## src/rtl/vga_timing_gen.sv

```systemverilog
// Parametrised raster timing generator: counters, sync, data-enable,
// active-area coordinates and frame-event strobes for the video pipeline.
//
// Ports:
//   clk, rst (async, active-low)
//   ce           pixel enable, timing advances only when ce=1
//   en           run control, 0 holds the generator at origin
//   h_cnt, v_cnt raster position
//   hsync, vsync sync outputs, asserted level set by HS_POL / VS_POL
//   de, x, y     active-area flag and coordinates (0 outside active area)
//   line_start, frame_start, vblank_start  one-clk event strobes
module vga_timing_gen #(
    parameter int H_ACTIVE = 640,
    parameter int H_FP     = 16,
    parameter int H_SYNC   = 96,
    parameter int H_BP     = 48,
    parameter int V_ACTIVE = 480,
    parameter int V_FP     = 10,
    parameter int V_SYNC   = 2,
    parameter int V_BP     = 33,
    parameter bit HS_POL   = 1'b0,
    parameter bit VS_POL   = 1'b0,
    parameter int H_W      = 11,
    parameter int V_W      = 10
) (
    input  logic           clk,
    input  logic           rst,
    input  logic           ce,
    input  logic           en,
    output logic [H_W-1:0] h_cnt,
    output logic [V_W-1:0] v_cnt,
    output logic           hsync,
    output logic           vsync,
    output logic           de,
    output logic [H_W-1:0] x,
    output logic [V_W-1:0] y,
    output logic           line_start,
    output logic           frame_start,
    output logic           vblank_start
);

    localparam int H_TOTAL = H_ACTIVE + H_FP + H_SYNC + H_BP;
    localparam int V_TOTAL = V_ACTIVE + V_FP + V_SYNC + V_BP;
    localparam int HS_BEG  = H_ACTIVE + H_FP;
    localparam int HS_END  = HS_BEG + H_SYNC;
    localparam int VS_BEG  = V_ACTIVE + V_FP;
    localparam int VS_END  = VS_BEG + V_SYNC;

    localparam logic [H_W-1:0] H_ONE = H_W'(1);
    localparam logic [V_W-1:0] V_ONE = V_W'(1);

    generate
        if (H_TOTAL > 2 ** H_W) begin : g_h_width_chk
            $error("H_W too narrow for H_TOTAL");
        end
        if (V_TOTAL > 2 ** V_W) begin : g_v_width_chk
            $error("V_W too narrow for V_TOTAL");
        end
    endgenerate

    logic           h_wrap;
    logic           v_wrap;
    logic [H_W-1:0] h_nxt;
    logic [V_W-1:0] v_nxt;
    logic           de_nxt;
    logic           hs_nxt;
    logic           vs_nxt;
    logic           vb_nxt;

    // Levels are derived from the next position so they line up with
    // the counters in the same clock.
    always_comb begin
        h_wrap = int'(h_cnt) == H_TOTAL - 1;
        v_wrap = int'(v_cnt) == V_TOTAL - 1;
        h_nxt  = h_wrap ? '0 : h_cnt + H_ONE;
        v_nxt  = v_cnt;
        if (h_wrap) begin
            v_nxt = v_wrap ? '0 : v_cnt + V_ONE;
        end
        de_nxt = (int'(h_nxt) < H_ACTIVE) && (int'(v_nxt) < V_ACTIVE);
        hs_nxt = (int'(h_nxt) >= HS_BEG) && (int'(h_nxt) < HS_END);
        vs_nxt = (int'(v_nxt) >= VS_BEG) && (int'(v_nxt) < VS_END);
        vb_nxt = h_wrap && (int'(v_cnt) == V_ACTIVE - 1);
    end

    always_ff @(posedge clk or negedge rst) begin
        if (!rst) begin
            h_cnt        <= '0;
            v_cnt        <= '0;
            hsync        <= ~HS_POL;
            vsync        <= ~VS_POL;
            de           <= 1'b0;
            x            <= '0;
            y            <= '0;
            line_start   <= 1'b0;
            frame_start  <= 1'b0;
            vblank_start <= 1'b0;
        end else if (!en) begin
            h_cnt        <= '0;
            v_cnt        <= '0;
            hsync        <= ~HS_POL;
            vsync        <= ~VS_POL;
            de           <= 1'b0;
            x            <= '0;
            y            <= '0;
            line_start   <= 1'b0;
            frame_start  <= 1'b0;
            vblank_start <= 1'b0;
        end else if (ce) begin
            h_cnt        <= h_nxt;
            v_cnt        <= v_nxt;
            hsync        <= hs_nxt ? HS_POL : ~HS_POL;
            vsync        <= vs_nxt ? VS_POL : ~VS_POL;
            de           <= de_nxt;
            x            <= de_nxt ? h_nxt : '0;
            y            <= de_nxt ? v_nxt : '0;
            line_start   <= h_wrap;
            frame_start  <= h_wrap && v_wrap;
            vblank_start <= vb_nxt;
        end else begin
            // Strobes are one clk wide even when ce is sparse.
            line_start   <= 1'b0;
            frame_start  <= 1'b0;
            vblank_start <= 1'b0;
        end
    end

endmodule

```

## config.mk

```make
export PLATFORM = sky130hd
export DESIGN_NAME = vga_timing_gen
export DESIGN_NICKNAME = d
export VERILOG_FILES = /design/src/rtl/vga_timing_gen.sv
export SDC_FILE = /design/constraint.sdc
export NUM_CORES = 1
export LEC_CHECK = 0
export CAP_MARGIN = 20
export CORE_MARGIN = 2
export CORE_UTILIZATION = 50
export CTS_BUF_LIST = sky130_fd_sc_hd__clkbuf_8
export DETAILED_ROUTE_END_ITERATION = 8
export GPL_ROUTABILITY_DRIVEN = 1
export PLACE_DENSITY = 0.86
export REMOVE_ABC_BUFFERS = 1
export SYNTH_ARGS = -nofsm -noshare
export SYNTH_HDL_FRONTEND = slang
export SYNTH_SLANG_ARGS = --single-unit
```

## constraint.sdc

```tcl
create_clock -name clk -period 6.6 [get_ports clk]
set_input_delay 0.66 -clock clk [delete_from_list [all_inputs] [get_ports clk]]
set_output_delay 0.66 -clock clk [all_outputs]
set_load 0.01 [all_outputs]
```

# Word level (Yosys, flattened, before mapping)
# Cells that the tools add are included.
[op_classes]
n_addsub = 2
magnitude_cmp = 6
eq_ne = 4
mux = 27
reduce_logical = 5
[op_table]
columns = ["cell", "count"]
rows = [
  ["10-bit 2-to-1 mux", 7],
  ["11-bit 2-to-1 mux", 6],
  ["11-bit by 10-bit < comparator with 1-bit output, second input constant", 2],
  ["10-bit == test, second input constant", 2],
  ["10-bit by 9-bit < comparator with 1-bit output, second input constant", 2],
  ["1-bit 2-to-1 mux", 14],
  ["11-bit by 1-bit adder with 11-bit output, second input constant", 1],
  ["11-bit == test, second input constant", 1],
  ["11-bit by 10-bit >= comparator with 1-bit output, second input constant", 1],
  ["10-bit by 1-bit adder with 10-bit output, second input constant", 1],
  ["10-bit by 9-bit >= comparator with 1-bit output, second input constant", 1],
  ["1-bit logical AND", 5],
  ["2-bit inequality test, second input constant", 1],
]
[word_totals]
reg_bits = 48
in_bits = 4
out_inout_bits = 48
wordCells = 54

# Depth between registers and ports, before layout
# Gate-level depths: netlist (run 1).
[depth]
word_depth = 8
ltp_mapped = 11

# Least setup slack after synthesis (run 1)
# Ideal clock, no wire load.
[synth_path]
path_kind = "reg-to-reg"
from = "register h_cnt[7]"
to = "register y[3]"
setup_time_ns = 0.066
t_arrival_ns = 2.504
path_slack_ns = 4.031
path_stages_with_launch = 9
n_path_buf = 2
synth_period_minus_slack_ns = 2.569
path_cell_list = "dfrtp_1 -> buf_6 -> or4_4 -> nor3_4 -> mux2i_1 -> nand2_1 -> nor4b_4 -> buf_6 -> a22o_1"
[synth_via]
elab_chain_cells = 7
elab_cells_between_ends = 10
cone_classes = "1 x add/sub; 2 x order compare; 1 x eq/ne; 5 x mux; 1 x reduce/logical"
[synth_rtl]
columns = ["item", "line", "source"]
rows = [
  ["start, declared", "30", "output logic [H_W-1:0] h_cnt,"],
  ["start signal, assigned", "110", "h_cnt <= h_nxt;"],
  ["11-bit by 1-bit adder with 11-bit output or 11-bit == test (tied branches)", "75, 73", ""],
  ["11-bit 2-to-1 mux or 10-bit 2-to-1 mux (tied branches)", "75, 77", ""],
  ["11-bit by 10-bit < comparator with 1-bit output or 10-bit by 9-bit < comparator with 1-bit output (tied branches)", "80", "de_nxt = (int'(h_nxt) < H_ACTIVE) && (int'(v_nxt) < V_ACTIVE);"],
  ["1-bit logical AND", "80", ""],
  ["10-bit 2-to-1 mux (*)", "116", "y <= de_nxt ? v_nxt : '0;"],
  ["10-bit 2-to-1 mux (*)", "109", "end else if (ce) begin"],
  ["10-bit 2-to-1 mux (*)", "98", "end else if (!en) begin"],
  ["end signal, assigned", "116", ""],
  ["end, declared", "36", "output logic [V_W-1:0] y,"],
]
# Every way passes the cells marked *; elsewhere a longest branch is shown, timed or not. The select of a mux whose other input is x is not followed.
# A chain may end at the register's enable or synchronous reset.

# Final worst setup path (run 1)
[layout_path]
from = "register h_cnt[0]"
to = "register y[7]"
# Same word-level chain as after synthesis.

==> run metrics, run 1 <==
Fillers 448; Crit. End Element flop; n_diodes 0; WL per Instance 17.0 um; clk_lat worst skew 0.31 ns; largest net degree at the start of global routing 49; fin crit period 3.46 ns; fmax 289 MHz; Antenna Nets Post-Route 0; Worst-path clk slew 0.09 ns; crit share post-route 52.4%; Post-synth ARST share 100%; Slew HR 31.2%; Setup CP Type flop to flop; nets 319; Slew @ Worst Pin 1.03 ns; CTS tree done; Post-synth EDFFs 0; Slew Limit Fails 0; count of input and output buffers 51; DIE WIDTH 77.0 um; via count 2280; GPL Wtd Cong 0.850; met2 GRT Util 36.4%; Setup TNS 0 ns; Main synth FF type dfrtp_1; most frequent cells in the layout clkdlybuf4s50_1, dfrtp_1, nor2_1; Die H 77.0 um; drc violations 0; gr busiest metal met2; Req. time, crit path 6.84 ns; Synth Warn # 0; final wirelength 6500 um; average cell area after synthesis 9.65 um^2; Arrival @ worst endpoint 3.70 ns; clock root buffer clkbuf_8; Worst Hold Class input pin to async pin; worst hold slack 0.263 ns; crit start category flop; RSZ-0062 raised after global routing false; clock sink count 48; placed cell area 3140 um^2; via density per instance 5.95; Std-Cell Rows 26; 1st-pass router iterations 4; Power Density 174 nW/um^2; first-pass GRT wire length 10700 um; Bufs on Longest Clock Path 2; grt ovf 0; most common cell after layout, fill and taps aside clkdlybuf4s50_1; Post-CTS Hold Buffers 0; status finished, final reports clean; GR Util met3 4.47%; Final HPWL DP 4370 um; share of post-route cells with drive strength above 1 7.67%; post-cts resize count 0; H-tree depth 2; Final setup violation count 0; Core ar. 5110 um^2; Final Util 64.6%; P_leak 1.37 nW; Seq cells post-synth 48; register area share after synthesis 45.2%; CTS buffer count 5; Starting Density 52.1%; Mapped Area 2660 um^2; clk_skew 0.0111 ns; Synth-to-Final Area Change 24.0%; Setup WS pre-CTS 3.13 ns; GRT Util Overall 22.6%; Worst VDD drop 0.114 mV; worst setup margin 3.14 ns; Die ar. 5930 um^2; initial antenna violation count 0; GRT met1 Usage 30.2%; Post-Syn Instances 276; Hold Vio Cnt, Final 0; Initial DRC Count 260; final instance area 3300 um^2; Post-CTS Setup Inserts 0; vias in the first global route 2166; IO Count 52; synth unique cells 51; max_cap viols 0; Worst Path Max Fanout 19
## cell usage after synthesis, types with 4 or more instances
library cell / count / area, um^2
nand4_1: 7 / 43.8
a31oi_1: 4 / 25.0
a22o_1: 12 / 105
nor2_1: 33 / 124
xnor2_1: 11 / 96.3
and2_1: 5 / 31.3
nand4b_1: 5 / 43.8
dfrtp_1: 46 / 1150
nand2_1: 24 / 90.1
a21oi_1: 8 / 40.0
clkbuf_1: 16 / 60.1
xor2_1: 8 / 70.1
inv_1: 9 / 33.8
a32o_1: 10 / 100
nor3_1: 6 / 30.0
nand3_1: 7 / 35.0
o21ai_0: 6 / 30.0
a21o_1: 6 / 45.0
## routing by layer
metal  part of all wire [%]  vias up
li1                       -     1065
met1                     43     1122
met2                     48       84
met3                    6.8        9
met4                    1.8        0
met5                      0        -
## registers in the layout, summed over array words and instances, names as in the netlist
register	flops
vblank_start	1
h_cnt	11
x	11
vsync	1
hsync	1
frame_start	1
de	1
y	10
line_start	1
v_cnt	10
## power breakdown
group / internal, mW / switching, mW / leakage (nW)
Combinational: 0.0209 / 0.0313 / 0.655
Clock: 0.114 / 0.105 / 0.0548
Sequential: 0.298 / 0.00645 / 0.657
## final cells by class
type	count	area, um^2	share of cell area (%)
repair buffers	53	553	16.7
flip-flops and latches	48	1200	36.5
clock inverters	3	46.3	1.40
well taps	70	87.6	2.65
multi-input cells	195	1310	39.6
inverters	9	33.8	1.02
clock buffers	5	68.8	2.08
## through the flow
stage,std cells,total power [mW]
global placement,373,0.358
floorplan,252,0.332
global route,383,0.601
CTS,381,0.578
detailed placement,373,0.359
finish,383,0.576
## worst max-delay path: stages, from the launching register on
cell and delay [ns]:
dfrtp_1 0.42, ha_1 0.27, nand4_1 0.34, nor3_4 0.68, mux2i_1 0.30, nand2_1 0.15, nor4b_4 0.93, a32o_1 0.31
## path summary, 6_finish.rpt
check | from | end | cells after the start | slack [ns]
worst max-delay path | h_cnt[0] | y[7] | 7 | 3.14
worst min-delay path | rst | frame_start | 1 | 0.26
worst max register to register | h_cnt[0] | y[7] | 7 | 3.14
worst min register to register | x[10] | x[10] | 1 | 0.49
min in group clk | x[10] | x[10] | 1 | 0.49
max in group asynchronous | rst | hsync | 2 | 5.76
## cells by family after synthesis
family / share of synthesized area [%]
buffers and inverters: 5.73
xor gates and xnor gates: 6.25
DFF: 45.2
adders and majority gates: 1.41
and+or+nand+nor: 21.6
AOI/OAI and AO/OA: 18.2
muxes: 1.55
Note: power is estimated with default switching activity, not from simulation.
==> run 2: changes to the inputs <==
--- a/config.mk
+++ b/config.mk
@@ -7,7 +7,7 @@
 export LEC_CHECK = 0
 export CAP_MARGIN = 20
 export CORE_MARGIN = 2
-export CORE_UTILIZATION = 50
+export CORE_UTILIZATION = 48
 export CTS_BUF_LIST = sky130_fd_sc_hd__clkbuf_8
 export DETAILED_ROUTE_END_ITERATION = 8
 export GPL_ROUTABILITY_DRIVEN = 1
==> constraint.sdc (replaced) <==
create_clock -name clk -period 2.8 [get_ports clk]
set_input_delay 0.28 -clock clk [delete_from_list [all_inputs] [get_ports clk]]
set_output_delay 0.28 -clock clk [all_outputs]
set_load 0.01 [all_outputs]
==> run 2 against run 1 <==
  * Count of clock-buffer cells in the layout rose by 1
  * Die area is 3.9% higher
  * Total power is 120% higher
  * Setup slack lost 3.0 ns
  * Highest routed layer unchanged
  * Utilization down 1.0 points
  * Clock skew fell by 0.0019 ns
  * Critical endpoint is now y[4]
  * Clock power is 97% higher
  * Largest cell class unchanged
  * Design area rose by 4.8%
  * Largest power group unchanged
  * Flip-flop and latch count unchanged
  * Sequential power increased by 140%
==> run metrics, run 2 (synthesized netlist as in run 1, its figures left out) <==
Die ar. 6160 um^2; Final setup violation count 0; clock sink count 48; Internal Pwr Total 961 uW; P_leak 1.47 nW; initial antenna violation count 0; Slew Limit Fails 0; Std-Cell Rows 27; GPL Wtd Cong 0.937; clk_lat worst skew 0.31 ns; Largest stage delay, worst path 0.68 ns; RSZ-0062 raised after global routing false; Synth-to-Final Area Change 30.0%; H-tree depth 2; IO Count 52; Worst VDD drop 0.214 mV; R2R Setup Slk 0.13 ns; Worst-path clk slew 0.09 ns; clock root buffer clkbuf_8; WL per Instance 17.2 um; CP Cell Sequence ha_1 -> nand4_1 -> or4_1 -> a21oi_1 -> o22a_2 -> nor4b_4 -> buf_12 -> a32o_1; final wirelength 7000 um; Clock Power Share 33.4%; non-filler instance count after layout 406; share of post-route cells with drive strength above 1 13.2%; DIE WIDTH 78.5 um; crit start category flop; Flop pwr share 55.8%; clk_skew 0.00924 ns; count of input and output buffers 51; CTS buffer count 5; Initial DRC Count 286; grt ovf 0; Slowest-stage cell, CP or4_1; GRT Util Overall 23.6%; Net Sw Frac 25.4%; Req. time, crit path 2.99 ns; most common cell after layout, fill and taps aside clkdlybuf4s50_1; Crit. End Element flop; Core ar. 5440 um^2; Worst Hold Class input pin to async pin; via density per instance 6.03; largest registers h_cnt x11, x x11; Bufs on Longest Clock Path 2; status finished, final reports clean; first-pass GRT wire length 11400 um; largest net degree at the start of global routing 49; n_diodes 0; most frequent cells in the layout clkdlybuf4s50_1, dfrtp_1, nor2_1; Starting Density 49.0%; logic gate share of total power 10.7%; Hold Vio Cnt, Final 0; vias in the first global route 2344; drc violations 0; via count 2450; Worst Path Max Fanout 19; CTS tree done; crit share post-route 95.3%; Antenna Nets Post-Route 0; post-cts resize count 0; NetSw 327 uW; Final HPWL DP 4880 um; nets 341; Slew @ Worst Pin 0.422 ns; max_cap viols 0; Power Total 1.29 mW; Die H 78.5 um; Power Density 372 nW/um^2; Arrival @ worst endpoint 2.86 ns; fmax 375 MHz; Slew HR 71.7%; 1st-pass router iterations 5; fin crit period 2.67 ns; placed instance count 392; Setup CP Type flop to flop
-- run 2: critical path, delay by kind of cell (launching register included) --
family / cells / cell delay (ns)
compound gates: 3 / 0.64
fa+ha+maj: 1 / 0.28
buf+inv: 1 / 0.15
flops: 1 / 0.44
simple gates: 3 / 1.03
-- run 2: area by class of cell --
| type | count | area, um^2 |
|---|---|---|
| flip-flops and latches | 48 | 1200 |
| repair buffers | 75 | 733 |
| multi-input cells | 195 | 1310 |
| inverters | 9 | 33.8 |
| clock inverters | 1 | 8.76 |
| clock buffers | 6 | 82.6 |
| well taps | 72 | 90.1 |
| fillers | 459 | 1980 |
-- run 2: power groups by stage --
stage,Combinational (mW),Clock (mW),Sequential [mW]
floorplan,0.0489,0,0.734
global placement,0.125,0,0.731
detailed placement,0.129,0,0.731
CTS,0.129,0.439,0.718
global route,0.151,0.469,0.720
finish,0.138,0.431,0.719
-- run 2: timing repair --
item	in CTS	in global routing
endpoints found under the hold margin	0	11
endpoints found under the setup margin	0	22
setup buffers	0	4
hold buffers	0	1
-- run 2: metal layers --
metal	part of all wire, %	wire (um)	up-vias	track usage [%]
li1	-	-	1116	-
met1	42	2910	1182	31.1
met5	0	0	-	0
met4	3.5	245	0	11.2
met2	49	3440	126	37.8
met3	5.8	407	26	4.37
-- run 2: worst paths after layout --
check,cells after the start,from,endpoint
worst min register to register,1,y[9],y[9]
worst min-delay path,2,rst,v_cnt[7]
max in group asynchronous,3,rst,vsync
worst max register to register,8,h_cnt[0],y[4]
min in group clk,1,y[9],y[9]
worst max-delay path,8,h_cnt[0],y[4]
-- run 2: through the flow --
step	cell area [um^2]	setup TNS [ns]	util [%]	worst slack [ns]	hold slack (ns)
final	3460	0	63.6	0.131	0.402
after detailed placement	3280	0	60.3	0.0969	0.481
after global routing	3460	0	63.6	0.0109	0.421
after global placement	3280	0	60.3	0.245	0.469
after CTS	3370	0	62.0	0.0472	0.198
after floorplan	2540	-0.643	-	-0.0648	-0.0156
==> run 3: changes to the inputs <==
--- a/config.mk
+++ b/config.mk
@@ -7,11 +7,11 @@
 export LEC_CHECK = 0
 export CAP_MARGIN = 20
 export CORE_MARGIN = 2
-export CORE_UTILIZATION = 48
+export CORE_UTILIZATION = 44
 export CTS_BUF_LIST = sky130_fd_sc_hd__clkbuf_8
 export DETAILED_ROUTE_END_ITERATION = 8
 export GPL_ROUTABILITY_DRIVEN = 1
-export PLACE_DENSITY = 0.86
+export PLACE_DENSITY = 0.8
 export REMOVE_ABC_BUFFERS = 1
 export SYNTH_ARGS = -nofsm -noshare
 export SYNTH_HDL_FRONTEND = slang
==> run 3 against run 2 <==
  * Flip-flop and latch count unchanged
  * First-iteration DRC count down 44%
  * Via count shrank 2.9%
  * Non-clock buffer count grew 2
  * Design area rose by 1.3%
  * Total power up 6.9%
  * Critical path depth rose by 1
  * Count of clock-buffer cells in the layout unchanged
  * Sequential share of layout area is 0.45 points lower
  * Global-route usage is 1.9 points lower
  * Utilization decreased by 4.1 points
  * Register-to-register slack gained 0.02 ns
  * Highest routed layer unchanged
==> run metrics, run 3 (synthesized netlist as in run 1, its figures left out) <==
status finished, final reports clean; final wirelength 6790 um; CTS tree done; Slew @ Worst Pin 0.517 ns; first-pass GRT wire length 11100 um; Arrival @ worst endpoint 2.89 ns; Slew HR 65.5%; clock sink count 48; Worst Path Max Fanout 18; Final Util 59.6%; Crit. End Element flop; Slew Limit Fails 0; clk_skew 0.0120 ns; 1st-pass router iterations 5; max_cap viols 0; Largest stage delay, worst path 0.43 ns; clock root buffer clkbuf_8; Std-Cell Rows 28; share of post-route cells with drive strength above 1 15.1%; Die H 81.8 um; initial antenna violation count 0; Starting Density 45.2%; Req. time, crit path 3.04 ns; vias in the first global route 2270; Synth-to-Final Area Change 31.7%; Antenna Nets Post-Route 0; Final setup violation count 0; placed cell area 3300 um^2; worst setup margin 0.150 ns; via count 2380; grt ovf 0; Hold Vio Cnt, Final 0; via density per instance 5.78; CTS buffer count 5; clk_lat worst skew 0.30 ns; n_diodes 0; final instance area 3510 um^2; Bufs on Longest Clock Path 2; Worst Hold Class input pin to async pin; non-filler instance count after layout 412; count of input and output buffers 51; crit start category flop; drc violations 0; Final HPWL DP 4800 um; Setup WS pre-CTS 0.138 ns; CP top delay family simple AND/OR/NAND/NOR gates; Worst VDD drop 0.224 mV; Die ar. 6690 um^2; fin crit period 2.65 ns; Worst-path clk slew 0.09 ns; GPL Wtd Cong 0.887; largest net degree at the start of global routing 49; Slowest-stage cell, CP dfrtp_1; WL per Instance 16.5 um; CP Cell Sequence ha_2 -> nand4_1 -> nor3_4 -> buf_4 -> nor3_1 -> o31ai_2 -> nor4b_4 -> buf_12 -> a32o_1; most common cell after layout, fill and taps aside clkdlybuf4s50_1; Initial DRC Count 159; P_leak 1.49 nW; Power Density 393 nW/um^2; Bufs and invs on worst path 2; Fillers 507; fmax 377 MHz; most frequent cells in the layout clkdlybuf4s50_1, dfrtp_1, nor2_1; nets 343; DIE WIDTH 81.8 um; GRT Util Overall 21.7%; IO Count 52; Setup CP Type flop to flop; Core ar. 5890 um^2; crit share post-route 94.6%; largest registers h_cnt x11, x x11; placed instance count 397; H-tree depth 2
run 3: per-stage QoR:
| step | TNS [ns] | hold WS [ns] | power [mW] |
|---|---|---|---|
| 5_1_grt | -0.0172 | 0.452 | 1.44 |
| 4_1_cts | 0 | 0.192 | 1.38 |
| 2_1_floorplan | -0.643 | -0.0156 | 0.783 |
| 3_5_place_dp | 0 | 0.484 | 0.857 |
| 3_3_place_gp | 0 | 0.471 | 0.855 |
| 6_report | 0 | 0.413 | 1.38 |
run 3: power breakdown:
| part | leakage [nW] | switching (mW) | internal, mW |
|---|---|---|---|
| combinational | 0.773 | 0.0732 | 0.0573 |
| clock | 0.0614 | 0.234 | 0.292 |
| sequential | 0.657 | 0.0164 | 0.703 |
run 3: worst register-to-register path: cells and delay by family, from the launching register on:
family | cells | cell delay [ns]
DFF | 1 | 0.43
and+or+nand+nor | 4 | 1.04
AOI/OAI and AO/OA | 2 | 0.49
buffers and inverters | 2 | 0.39
adders and majority gates | 1 | 0.26
run 3: what timing repair did:
action,in CTS,in global routing
buffers inserted,0,5
resized for setup,0,4
hold endpoints to repair,0,12
endpoints found under the setup margin,0,19
hold buffers,0,1
run 3: metal layers:
metal	routed length [um]	GRT usage, %	vias to the layer above
met5	0	0	-
met4	106	6.83	0
met3	381	3.63	11
met2	3350	35.7	110
met1	2950	29.4	1141
li1	-	-	1118
run 3: layout make-up:
cell class                      instances  area (um^2)  share of cell area [%]
Timing Repair Buffer                   77          728                    20.8
Clock inverter                          2         38.8                    1.11
Tap cell                               75         93.8                    2.68
Clock buffer                            6         82.6                    2.36
Sequential cell                        48         1200                    34.3
Multi-Input combinational cell        195         1330                    37.8
Inverter                                9         33.8                   0.964
run 3: final timing paths:
check | startpoint | end | slack (ns) | cells past startpoint
worst max-delay path | h_cnt[0] | y[7] | 0.15 | 9
min in group clk | x[10] | x[10] | 0.50 | 1
worst max register to register | h_cnt[0] | y[7] | 0.15 | 9
worst min-delay path | rst | v_cnt[7] | 0.41 | 2
worst min register to register | x[10] | x[10] | 0.50 | 1
max in group asynchronous | rst | de | 1.89 | 3
